### config.mk
export PLATFORM = sky130hd
export DESIGN_NAME = router_pkt_tx_flat
export DESIGN_NICKNAME = d
export VERILOG_FILES = /design/src/rtl/router_pkg.sv /design/src/rtl/router_pkt_tx_if.sv /design/src/rtl/router_tx_fifo.sv /design/src/rtl/router_pkt_tx.sv /design/src/flat_wrapper.sv
export SDC_FILE = /design/constraint.sdc
export NUM_CORES = 1
export LEC_CHECK = 0
export ABC_AREA = 1
export ABC_CLOCK_PERIOD_IN_PS = 3000
export CORE_MARGIN = 2
export CORE_UTILIZATION = 60
export DETAILED_ROUTE_END_ITERATION = 8
export GPL_TIMING_DRIVEN = 1
export PLACE_DENSITY_LB_ADDON = 0.2
export SETUP_SLACK_MARGIN = 0.2
export SYNTH_ARGS = -nofsm -noshare
export SYNTH_HDL_FRONTEND = slang
export SYNTH_SLANG_ARGS = --single-unit
### constraint.sdc
create_clock -name clock -period 3 [get_ports clock]
set_input_delay 0.75 -clock clock [delete_from_list [all_inputs] [get_ports clock]]
set_output_delay 0.75 -clock clock [all_outputs]
set_load 0.05 [all_outputs]
### src/rtl/router_pkg.sv
// Shared types and constants for the router packet transmitter.
// Holds the FSM state encoding, header field widths and error mask.
package router_pkg;

  localparam int ROUTER_MAX_LEN = 63;
  localparam int ROUTER_LEN_W = 6;
  localparam int ROUTER_ADDR_W = 2;
  localparam logic [7:0] ROUTER_ERR_MASK = 8'h05;

  typedef enum logic [2:0] {
    ST_IDLE,
    ST_WAIT,
    ST_HEADER,
    ST_PAYLOAD,
    ST_PARITY,
    ST_GAP
  } tx_state_t;

  function automatic logic [7:0] router_hdr(
    input logic [ROUTER_LEN_W-1:0] len,
    input logic [ROUTER_ADDR_W-1:0] addr
  );
    return {len, addr};
  endfunction

endpackage

### src/rtl/router_pkt_tx_if.sv
// Command, payload-write and router-side signals of the transmitter.
// slave is the transmitter side, master is the producer/router side.
interface router_pkt_tx_if;
  import router_pkg::*;

  logic cmd_valid;
  logic cmd_ready;
  logic [ROUTER_LEN_W-1:0] cmd_len;
  logic [ROUTER_ADDR_W-1:0] cmd_addr;
  logic wr_en;
  logic [7:0] wr_data;
  logic wr_full;
  logic busy;
  logic pkt_valid;
  logic [7:0] data_out;
  logic tx_done;

  modport master (
    output cmd_valid, cmd_len, cmd_addr,
    output wr_en, wr_data, busy,
    input cmd_ready, wr_full,
    input pkt_valid, data_out, tx_done
  );

  modport slave (
    input cmd_valid, cmd_len, cmd_addr,
    input wr_en, wr_data, busy,
    output cmd_ready, wr_full,
    output pkt_valid, data_out, tx_done
  );

endinterface

### src/rtl/router_tx_fifo.sv
// Synchronous byte FIFO holding payload for the transmitter.
// Push while full is dropped; pointers wrap modulo DEPTH.
module router_tx_fifo #(
  parameter int DEPTH = 64
) (
  input  logic clock,
  input  logic reset,
  input  logic push,
  input  logic [7:0] wr_data,
  input  logic pop,
  output logic [7:0] rd_data,
  output logic [$clog2(DEPTH):0] count,
  output logic full,
  output logic empty
);

  localparam int AW = $clog2(DEPTH);
  localparam int CW = AW + 1;

  logic [7:0] mem [DEPTH];
  logic [AW-1:0] wr_ptr;
  logic [AW-1:0] rd_ptr;
  logic push_ok;
  logic pop_ok;

  assign full = (count == CW'(DEPTH));
  assign empty = (count == '0);
  assign push_ok = push & ~full;
  assign pop_ok = pop & ~empty;
  assign rd_data = mem[rd_ptr];

  // Storage array, written on accepted pushes only.
  always_ff @(posedge clock) begin
    if (push_ok) begin
      mem[wr_ptr] <= wr_data;
    end
  end

  // Pointers and occupancy; simultaneous push and pop keep count.
  always_ff @(posedge clock or posedge reset) begin
    if (reset) begin
      wr_ptr <= '0;
      rd_ptr <= '0;
      count <= '0;
    end else begin
      if (push_ok) begin
        wr_ptr <= wr_ptr + AW'(1);
      end
      if (pop_ok) begin
        rd_ptr <= rd_ptr + AW'(1);
      end
      unique case ({push_ok, pop_ok})
        2'b10: count <= count + CW'(1);
        2'b01: count <= count - CW'(1);
        default: count <= count;
      endcase
    end
  end

endmodule

### src/rtl/router_pkt_tx.sv
// Packet transmitter: header, payload and parity to the router port.
// Define ROUTER_TX_ERR_INJ_EN to add the err_inj parity-corruption input.
module router_pkt_tx
  import router_pkg::*;
#(
  parameter int FIFO_DEPTH = 64,
  parameter int MIN_GAP = 1
) (
  input logic clock,
  input logic reset,
`ifdef ROUTER_TX_ERR_INJ_EN
  input logic err_inj,
`endif
  router_pkt_tx_if.slave bus
);

  localparam int CW = $clog2(FIFO_DEPTH) + 1;
  localparam int GW = (MIN_GAP > 1) ? $clog2(MIN_GAP) : 1;

  tx_state_t state_q, state_d;
  logic [ROUTER_LEN_W-1:0] len_q, len_d;
  logic [ROUTER_ADDR_W-1:0] addr_q, addr_d;
  logic [ROUTER_LEN_W-1:0] cnt_q, cnt_d;
  logic [GW-1:0] gap_q, gap_d;
  logic [7:0] acc_q, acc_d;
  logic [7:0] dout_q, dout_d;
  logic pv_q, pv_d;
  logic done_q, done_d;
  logic err_q, err_d;
  logic err_in;
  logic [7:0] hdr;
  logic [7:0] parity_out;

  logic fifo_pop;
  logic [7:0] fifo_rd;
  logic [CW-1:0] fifo_count;
  logic fifo_full;
  logic fifo_empty;

`ifdef ROUTER_TX_ERR_INJ_EN
  assign err_in = err_inj;
`else
  assign err_in = 1'b0;
`endif

  router_tx_fifo #(
    .DEPTH(FIFO_DEPTH)
  ) u_fifo (
    .clock(clock),
    .reset(reset),
    .push(bus.wr_en),
    .wr_data(bus.wr_data),
    .pop(fifo_pop),
    .rd_data(fifo_rd),
    .count(fifo_count),
    .full(fifo_full),
    .empty(fifo_empty)
  );

  assign bus.cmd_ready = (state_q == ST_IDLE);
  assign bus.wr_full = fifo_full;
  assign bus.pkt_valid = pv_q;
  assign bus.data_out = dout_q;
  assign bus.tx_done = done_q;

  assign hdr = router_hdr(len_q, addr_q);
  // Injected error only alters the byte sent, never the accumulator.
  assign parity_out = acc_q ^ (err_q ? ROUTER_ERR_MASK : 8'h00);

  // Next-state and next-output decode; busy freezes emission states.
  always_comb begin
    state_d = state_q;
    len_d = len_q;
    addr_d = addr_q;
    cnt_d = cnt_q;
    gap_d = gap_q;
    acc_d = acc_q;
    dout_d = dout_q;
    pv_d = pv_q;
    done_d = 1'b0;
    err_d = err_q;
    fifo_pop = 1'b0;
    unique case (state_q)
      ST_IDLE: begin
        if (bus.cmd_valid) begin
          len_d = bus.cmd_len;
          addr_d = bus.cmd_addr;
          err_d = err_in;
          acc_d = 8'h00;
          state_d = ST_WAIT;
        end
      end
      ST_WAIT: begin
        if (fifo_count >= CW'(len_q)) begin
          dout_d = hdr;
          pv_d = 1'b1;
          acc_d = hdr;
          cnt_d = '0;
          state_d = ST_HEADER;
        end
      end
      ST_HEADER, ST_PAYLOAD: begin
        if (!bus.busy) begin
          if (cnt_q == len_q) begin
            dout_d = parity_out;
            pv_d = 1'b0;
            state_d = ST_PARITY;
          end else if (!fifo_empty) begin
            fifo_pop = 1'b1;
            dout_d = fifo_rd;
            acc_d = acc_q ^ fifo_rd;
            cnt_d = cnt_q + ROUTER_LEN_W'(1);
            state_d = ST_PAYLOAD;
          end
        end
      end
      ST_PARITY: begin
        if (!bus.busy) begin
          done_d = 1'b1;
          dout_d = 8'h00;
          gap_d = '0;
          state_d = ST_GAP;
        end
      end
      ST_GAP: begin
        if (gap_q == GW'(MIN_GAP - 1)) begin
          state_d = ST_IDLE;
        end else begin
          gap_d = gap_q + GW'(1);
        end
      end
      default: state_d = ST_IDLE;
    endcase
  end

  // State and registered outputs; reset abandons any packet.
  always_ff @(posedge clock or posedge reset) begin
    if (reset) begin
      state_q <= ST_IDLE;
      len_q <= '0;
      addr_q <= '0;
      cnt_q <= '0;
      gap_q <= '0;
      acc_q <= 8'h00;
      dout_q <= 8'h00;
      pv_q <= 1'b0;
      done_q <= 1'b0;
      err_q <= 1'b0;
    end else begin
      state_q <= state_d;
      len_q <= len_d;
      addr_q <= addr_d;
      cnt_q <= cnt_d;
      gap_q <= gap_d;
      acc_q <= acc_d;
      dout_q <= dout_d;
      pv_q <= pv_d;
      done_q <= done_d;
      err_q <= err_d;
    end
  end

endmodule

### src/flat_wrapper.sv
// flat-port wrapper written by rule: the top's interface ports become plain ports
module router_pkt_tx_flat import router_pkg::*;
#(
  parameter int FIFO_DEPTH = 64,
  parameter int MIN_GAP = 1
)
  (clock, reset, bus_cmd_valid, bus_cmd_len, bus_cmd_addr, bus_wr_en, bus_wr_data, bus_busy, bus_cmd_ready, bus_wr_full, bus_pkt_valid, bus_data_out, bus_tx_done);
  router_pkt_tx_if bus_i ();
  input logic clock;
  input logic reset;
  input wire logic [$bits(bus_i.cmd_valid)-1:0] bus_cmd_valid;
  input wire logic [$bits(bus_i.cmd_len)-1:0] bus_cmd_len;
  input wire logic [$bits(bus_i.cmd_addr)-1:0] bus_cmd_addr;
  input wire logic [$bits(bus_i.wr_en)-1:0] bus_wr_en;
  input wire logic [$bits(bus_i.wr_data)-1:0] bus_wr_data;
  input wire logic [$bits(bus_i.busy)-1:0] bus_busy;
  output wire logic [$bits(bus_i.cmd_ready)-1:0] bus_cmd_ready;
  output wire logic [$bits(bus_i.wr_full)-1:0] bus_wr_full;
  output wire logic [$bits(bus_i.pkt_valid)-1:0] bus_pkt_valid;
  output wire logic [$bits(bus_i.data_out)-1:0] bus_data_out;
  output wire logic [$bits(bus_i.tx_done)-1:0] bus_tx_done;
  assign bus_i.cmd_valid = bus_cmd_valid;
  assign bus_i.cmd_len = bus_cmd_len;
  assign bus_i.cmd_addr = bus_cmd_addr;
  assign bus_i.wr_en = bus_wr_en;
  assign bus_i.wr_data = bus_wr_data;
  assign bus_i.busy = bus_busy;
  assign bus_cmd_ready = bus_i.cmd_ready;
  assign bus_wr_full = bus_i.wr_full;
  assign bus_pkt_valid = bus_i.pkt_valid;
  assign bus_data_out = bus_i.data_out;
  assign bus_tx_done = bus_i.tx_done;
  router_pkt_tx #(.FIFO_DEPTH(FIFO_DEPTH), .MIN_GAP(MIN_GAP)) u_core (.clock(clock), .reset(reset), .bus(bus_i));
endmodule
* Word-level counts from Yosys, hierarchy flattened
Memory sizes are Yosys's and may differ from the RTL's.
Cells that the tools add are included.
** Cells by class
- Reduce and logical (&&, ||, !) cells :: 15
- Mux-type cells :: 40
- Order comparisons :: 1
- Eq/ne operators :: 18
- Bitwise operators :: 5
- $add $sub $neg :: 6
** Operators by type and width (count)
- $mux 8 :: 9
- $pmux 8 s3 :: 2
- $mux 6 :: 4
- $mux 3 :: 7
- $add 6x1->6 const B :: 3
- $pmux 3 s5 :: 1
- $pmux 7 s2 :: 1
- $mux 1 :: 13
- $ne 2x2->1 const B :: 6
- $pmux 6 s2 :: 1
- $reduce_and 6->1 :: 2
- $reduce_and 5->1 :: 2
- $xor 8x8->8 :: 1
- $add 7x1->7 const B :: 1
- $eq 7x7->1 const B :: 1
- $ge 7x6->1 :: 1
- $logic_not 7->1 :: 1
- $sub 7x1->7 const B :: 1
- $eq 3x2->1 const B :: 2
- $eq 3x3->1 const B :: 2
- $eq 6x6->1 :: 1
- $reduce_bool 2->1 :: 3
- $reduce_bool 3->1 :: 2
- $ne 2x1->1 const B :: 2
- 12 further kinds :: 16
** Storage, ports and cells
- Bits of input ports :: 21
- Register bits after elaboration :: 55
- Memories :: 1
- Output and inout bits :: 12
- Word-level logic and storage cells :: 98
- RAM bits :: 512
** Memory list
- u_core.u_fifo.mem :: words 64, width 8, read ports 1, clocked after memory_dff 0, write ports 1, RTL line router_tx_fifo.sv:20 : logic [7:0] mem [DEPTH];

* Longest topological paths before layout
Gate-level depths: netlist of the first run.
- Word-level depth :: 8
- Depth in mapped cells :: 22
- Gate-level depth less buffers :: 21

* Hierarchy
Synthesis of the first run repeated with hierarchy kept, for this count alone.
** Second synthesis, totals
- Cell total of the unflattened synthesis :: 2227
- Area total of the unflattened synthesis :: 24468.5 um2
** By module, submodules not included
- router_tx_fifo :: times used 1, sequential area each 15850.2 um2, area an instance 22255.1 um2, cells each 1927
- router_pkt_tx :: times used 1, sequential area each 875.8 um2, area an instance 2213.4 um2, cells each 300

* Worst setup path after synthesis of the first run
Ideal clock, no wire load.
- Kind :: flip-flop to flip-flop
- Start point :: reg u_core.u_fifo.count[4]
- End point :: reg u_core.u_fifo.count[6]
- Arrival :: 3.546 ns
- Setup slack :: -0.674 ns
- Cell stages (with the launch flop) :: 17
- Library setup time :: 0.128 ns
- Buffers on the path :: 0
- Cell sequence :: dfrtp_1 > or2_2 > nor3_1 > nor2_1 > inv_1 > ha_1 > inv_1 > fa_1 > inv_1 > nand3_1 > nand2_1 > nand2_1 > nand2_1 > a21oi_1 > o21ai_0 > a21oi_1 > xor2_1
** On the way
- Elaborated cells between the ends (all ways) :: 16
** RTL lines
- start, declared :: RTL line router_tx_fifo.sv:12 : output logic [$clog2(DEPTH):0] count,
- start signal, assigned :: RTL line router_tx_fifo.sv:53 : 2'b10: count <= count + CW'(1);
- start signal, assigned :: RTL line router_tx_fifo.sv:54 : 2'b01: count <= count - CW'(1);
- start signal, assigned :: RTL line router_tx_fifo.sv:55 : default: count <= count;
- $eq 7x7->1 (*) :: RTL line router_tx_fifo.sv:26 : assign full = (count == CW'(DEPTH));
- net bus_wr_full :: RTL line flat_wrapper.sv:18 : output wire logic [$bits(bus_i.wr_full)-1:0] bus_wr_full;
- $not 1->1 (*) :: RTL line router_tx_fifo.sv:28 : assign push_ok = push & ~full;
- $and 1x1->1 (*) :: RTL line router_tx_fifo.sv:28
- $eq 2x1->1 / $eq 2x2->1 (equally long branches) :: RTL line router_tx_fifo.sv:52 : unique case ({push_ok, pop_ok})
- $pmux 7 s2 / $reduce_bool 2->1 (equally long branches)
Mark *: on every way through the listed nets, which the timed path passes. The rest lies on a longest branch.
A chain may end at the register's enable or synchronous reset.

* Worst setup path after layout of the first run
- Start point :: reg u_core.state_q[1]
- End point :: out bus_cmd_ready
** On the way
- Word-level cells in the longest chain between the ends :: 1
** RTL lines
- start, declared :: RTL line router_pkt_tx.sv:20 : tx_state_t state_q, state_d;
- start signal, assigned :: RTL line router_pkt_tx.sv:150 : state_q <= state_d;
- $logic_not 3->1 :: RTL line router_pkt_tx.sv:60 : assign bus.cmd_ready = (state_q == ST_IDLE);
- end, declared :: RTL line flat_wrapper.sv:17 : output wire logic [$bits(bus_i.cmd_ready)-1:0] bus_cmd_ready;
Every way passes these cells.

==> results of run 1 <==
-- cell families after synthesis --
logic type	count (synthesis)
AO/OA/AOI/OAI	115
XOR/XNOR	16
adder cells (fa/ha/maj)	16
buffers and inverters	356
flip-flops	566
multiplexers	2
AND/OR/NAND/NOR	1368
-- cell type report --
cell class              count  share of cell area (%)
inverters                 245                   3.280
repair buffers            166                   5.273
clock buffers              73                   5.467
flip-flops and latches    566                   59.12
clock inverters            31                  0.9635
multi-input cells        1517                   23.54
well taps                 532                   2.351
-- power groups by stage --
stage                     combinational (mW)  clock (mW)  sequential [mW]
final                                   9.90        6.92             9.61
after floorplan                         6.56           0             9.81
after CTS                               9.73        7.00             9.60
after global routing                    11.0        7.29             9.67
after global placement                  9.43           0             9.73
after detailed placement                9.65           0             9.75
-- worst paths after layout --
| kind | end | slack (ns) |
|---|---|---|
| worst max-delay path | bus_cmd_ready | 0.29 |
| worst min-delay path | u_core.u_fifo.count[0] | 0.47 |
| worst max register to register | u_core.u_fifo.count[6] | 0.31 |
| worst min register to register | u_core.bus.data_out[6] | 0.48 |
| max in group asynchronous | u_core.u_fifo.count[2] | 1.90 |
| min in group clock | u_core.bus.data_out[6] | 0.48 |
-- sequential cells by signal, indices dropped and copies added, names as in the netlist --
signal                count
u_core.acc_q              8
u_core.addr_q             2
u_core.bus.data_out       8
u_core.bus.pkt_valid      1
u_core.bus.tx_done        1
u_core.cnt_q              6
u_core.len_q              6
u_core.state_q            3
u_core.u_fifo.count       7
u_core.u_fifo.mem       512
u_core.u_fifo.rd_ptr      6
u_core.u_fifo.wr_ptr      6
-- critical path, delay by kind of cell, from the launching register on --
kind / cells / cell delay [ns]
and+or+nand+nor: 2 / 0.31
buffers and inverters: 2 / 0.61
DFF: 1 / 0.43
-- routing by layer --
layer	wire length, microns	vias up	global-route usage [%]
met4	2022	0	10.74
met5	0	-	0
met3	4229	132	3.510
met1	24000	8255	37.58
li1	-	8292	-
met2	28950	706	45.54
-- stage by stage --
stage	setup TNS, ns	utilization (%)	hold WS (ns)	cell area (sq um)	cells
floorplan	0	-	0.4750	24820	2439
global placement	-0.2208	64.58	0.4631	26370	3016
detailed placement	-0.1610	64.58	0.4726	26370	3016
CTS	0	69.04	0.4676	28190	3120
global route	0	69.33	0.4903	28310	3130
finish	0	69.33	0.4704	28310	3130
-- placed cells by master (no fill, tap or decap), types with 5 or more instances in the layout --
| master | instances |
|---|---|
| inv_1 | 226 |
| nand3_1 | 296 |
| xor2_1 | 13 |
| nand4_1 | 14 |
| edfxtp_1 | 512 |
| buf_12 | 17 |
| dfrtp_1 | 49 |
| clkdlybuf4s50_1 | 22 |
| o21ai_0 | 39 |
| inv_2 | 15 |
| buf_4 | 117 |
| bufinv_16 | 5 |
| clkbuf_16 | 58 |
| clkbuf_1 | 11 |
| o211ai_1 | 24 |
| ha_1 | 13 |
| buf_2 | 8 |
| a21oi_1 | 44 |
| nor2_1 | 202 |
| clkinv_2 | 14 |
| clkinv_1 | 13 |
| nand2_1 | 839 |
-- repair_timing --
item | CTS | global route
pin swaps | 0 | 5
setup buffers | 0 | 10
gates resized for setup | 2 | 22
setup endpoints to repair | 4 | 4
==> reports/metrics.cfg, run 1 <==
[status]
outcome=finished clean

[worst_setup_path]
cp.arrival_ns=1.96
crit_path_end_kind=output port
startpoint=u_core.state_q[1]
cpMaxStageDelayCell=dlygate4sd2_1
reg2reg_from=u_core.u_fifo.count[0]
critPathRequiredTime_ns=2.25
crit_fanout=4
r2r_cells=17
path_common_cell=nor2_1
cp_cell_sequence=nor2_1 -> inv_2 -> nor2_1 -> dlygate4sd2_1
crit_type=register to output port
start_kind=register
slowest_delay_ns=0.55

[drt]
vias=17390
wl_microns=59210
ant_nets=0
routed_via_density=5.554
wl_per_cell_microns=18.92
detailedRoute.firstPassIterationCount=5
drc=0
drt_iter0_drc=1795

[finish]
seq_area_sq_mm=0.01674
syn2layout_area_growth_pct=14.18
fin_nets=2589
final_layout_size_suffix_gt1_share_pct=10.32
fillers=2983
num_antenna_cells=0
multi_input_area_sq_mm=0.006664

[synthesis]
synth_top_family_by_area=simple AND/OR/NAND/NOR gates
yosys.cell_types.count=34
yosysSeqAreaShare_pct=67.46
synth_xor_area_share_pct=0.5652
synth_top_flop_cell=edfxtp_1
netlist_top_cells_count=nand2_1, edfxtp_1, nand3_1, inv_1, nor2_1
netlist.area_leader.share_pct=62.01
synth_cells=2439
synth_fa_ha_area_share_pct=0.8377
yosysTopAreaCell=edfxtp_1
synth.most_common_cell=nand2_1
synth_area_per_cell_sq_um=10.17
synth.area.mux_share_pct=0.09084
synth_warnings=0
ys_async_sr_fraction_pct=9.541
synthesis.area_sq_mm=0.02479
synth_compound_area_share_pct=2.594
synthesis.nets=2476
yosys.area_share.simple_pct=22.51
ys_ff_latch=566
synth-edff-count=512
synth_area_leaders=edfxtp_1, nand2_1, nand3_1, dfrtp_1, inv_1

[sta]
min_period_ns=2.708
rsz0062_at_grt=yes
fin_skew_ns=0.01717
setup_ws_ns=0.2924
finalHoldViolCount=0
setup-violations-final=0
fmax_mhz=369.3
finalCritPeriodShare_pct=90.25
maxSlewViolCount=0
relSlewSlack_pct=47.57
tightest_slew_ns=0.7865

[power_and_ir_drop]
p_sw_mw=10.11
seqPwrFrac_pct=36.4
switching_share_pct=38.23
clkPwrFrac_pct=26.2
vdd_drop_max_uv=610.0
power_frac_comb_pct=37.5
p_int_mw=16.33
finalPower_mw=26.43
power.density_mw_per_mm2=933.8
leakagePower_nw=11.69

[place]
dpl.hpwl_microns=36290
place.port_buffers=32
gp_congestion=0.9069
dp_slack_ns=-0.09056

[clock_network]
clkLatencyLatePin_ns=0.60
htreeDepth=2
clock-root-buffer=clkbuf_16
cts_tree=done
cts_buffers=56
path_clk_slew_ns=0.06
cts_sinks=566
clockBufferDepth=3
hold_buffers=0

[global_routing]
grt_overflow=0
grt_pass1_wl_microns=91580
antenna_found_initial=0
grt_max_degree=104
grt_pass1_vias=16810
track_usage_pct=27.52

[floorplanning]
dieArea_sq_mm=0.04297
die_y_microns=207.3
core_sq_mm=0.04083
boundaryPins=33
start_util_pct=60.72
die_x_microns=207.3
num_rows=74

[job]
maxCapViolCount=0

[worst_hold_path]
hold_path.class=primary input to async pin

Note: power is estimated with default switching activity, not from simulation.
==> run 2: changes to the inputs <==
--- a/config.mk
+++ b/config.mk
@@ -9,6 +9,7 @@
 export ABC_CLOCK_PERIOD_IN_PS = 3000
 export CORE_MARGIN = 2
 export CORE_UTILIZATION = 60
+export CTS_CLUSTER_DIAMETER = 150
 export DETAILED_ROUTE_END_ITERATION = 8
 export GPL_TIMING_DRIVEN = 1
 export PLACE_DENSITY_LB_ADDON = 0.2
==> results of run 2 <==
Final layout, timing and power as in run 1 (identical DEF).
==> run 3: changes to the inputs <==
--- a/config.mk
+++ b/config.mk
@@ -14,6 +14,7 @@
 export GPL_TIMING_DRIVEN = 1
 export PLACE_DENSITY_LB_ADDON = 0.2
 export SETUP_SLACK_MARGIN = 0.2
+export SLEW_MARGIN = 20
 export SYNTH_ARGS = -nofsm -noshare
 export SYNTH_HDL_FRONTEND = slang
 export SYNTH_SLANG_ARGS = --single-unit
==> results of run 3 <==
Final layout, timing and power as in run 1 (identical DEF).
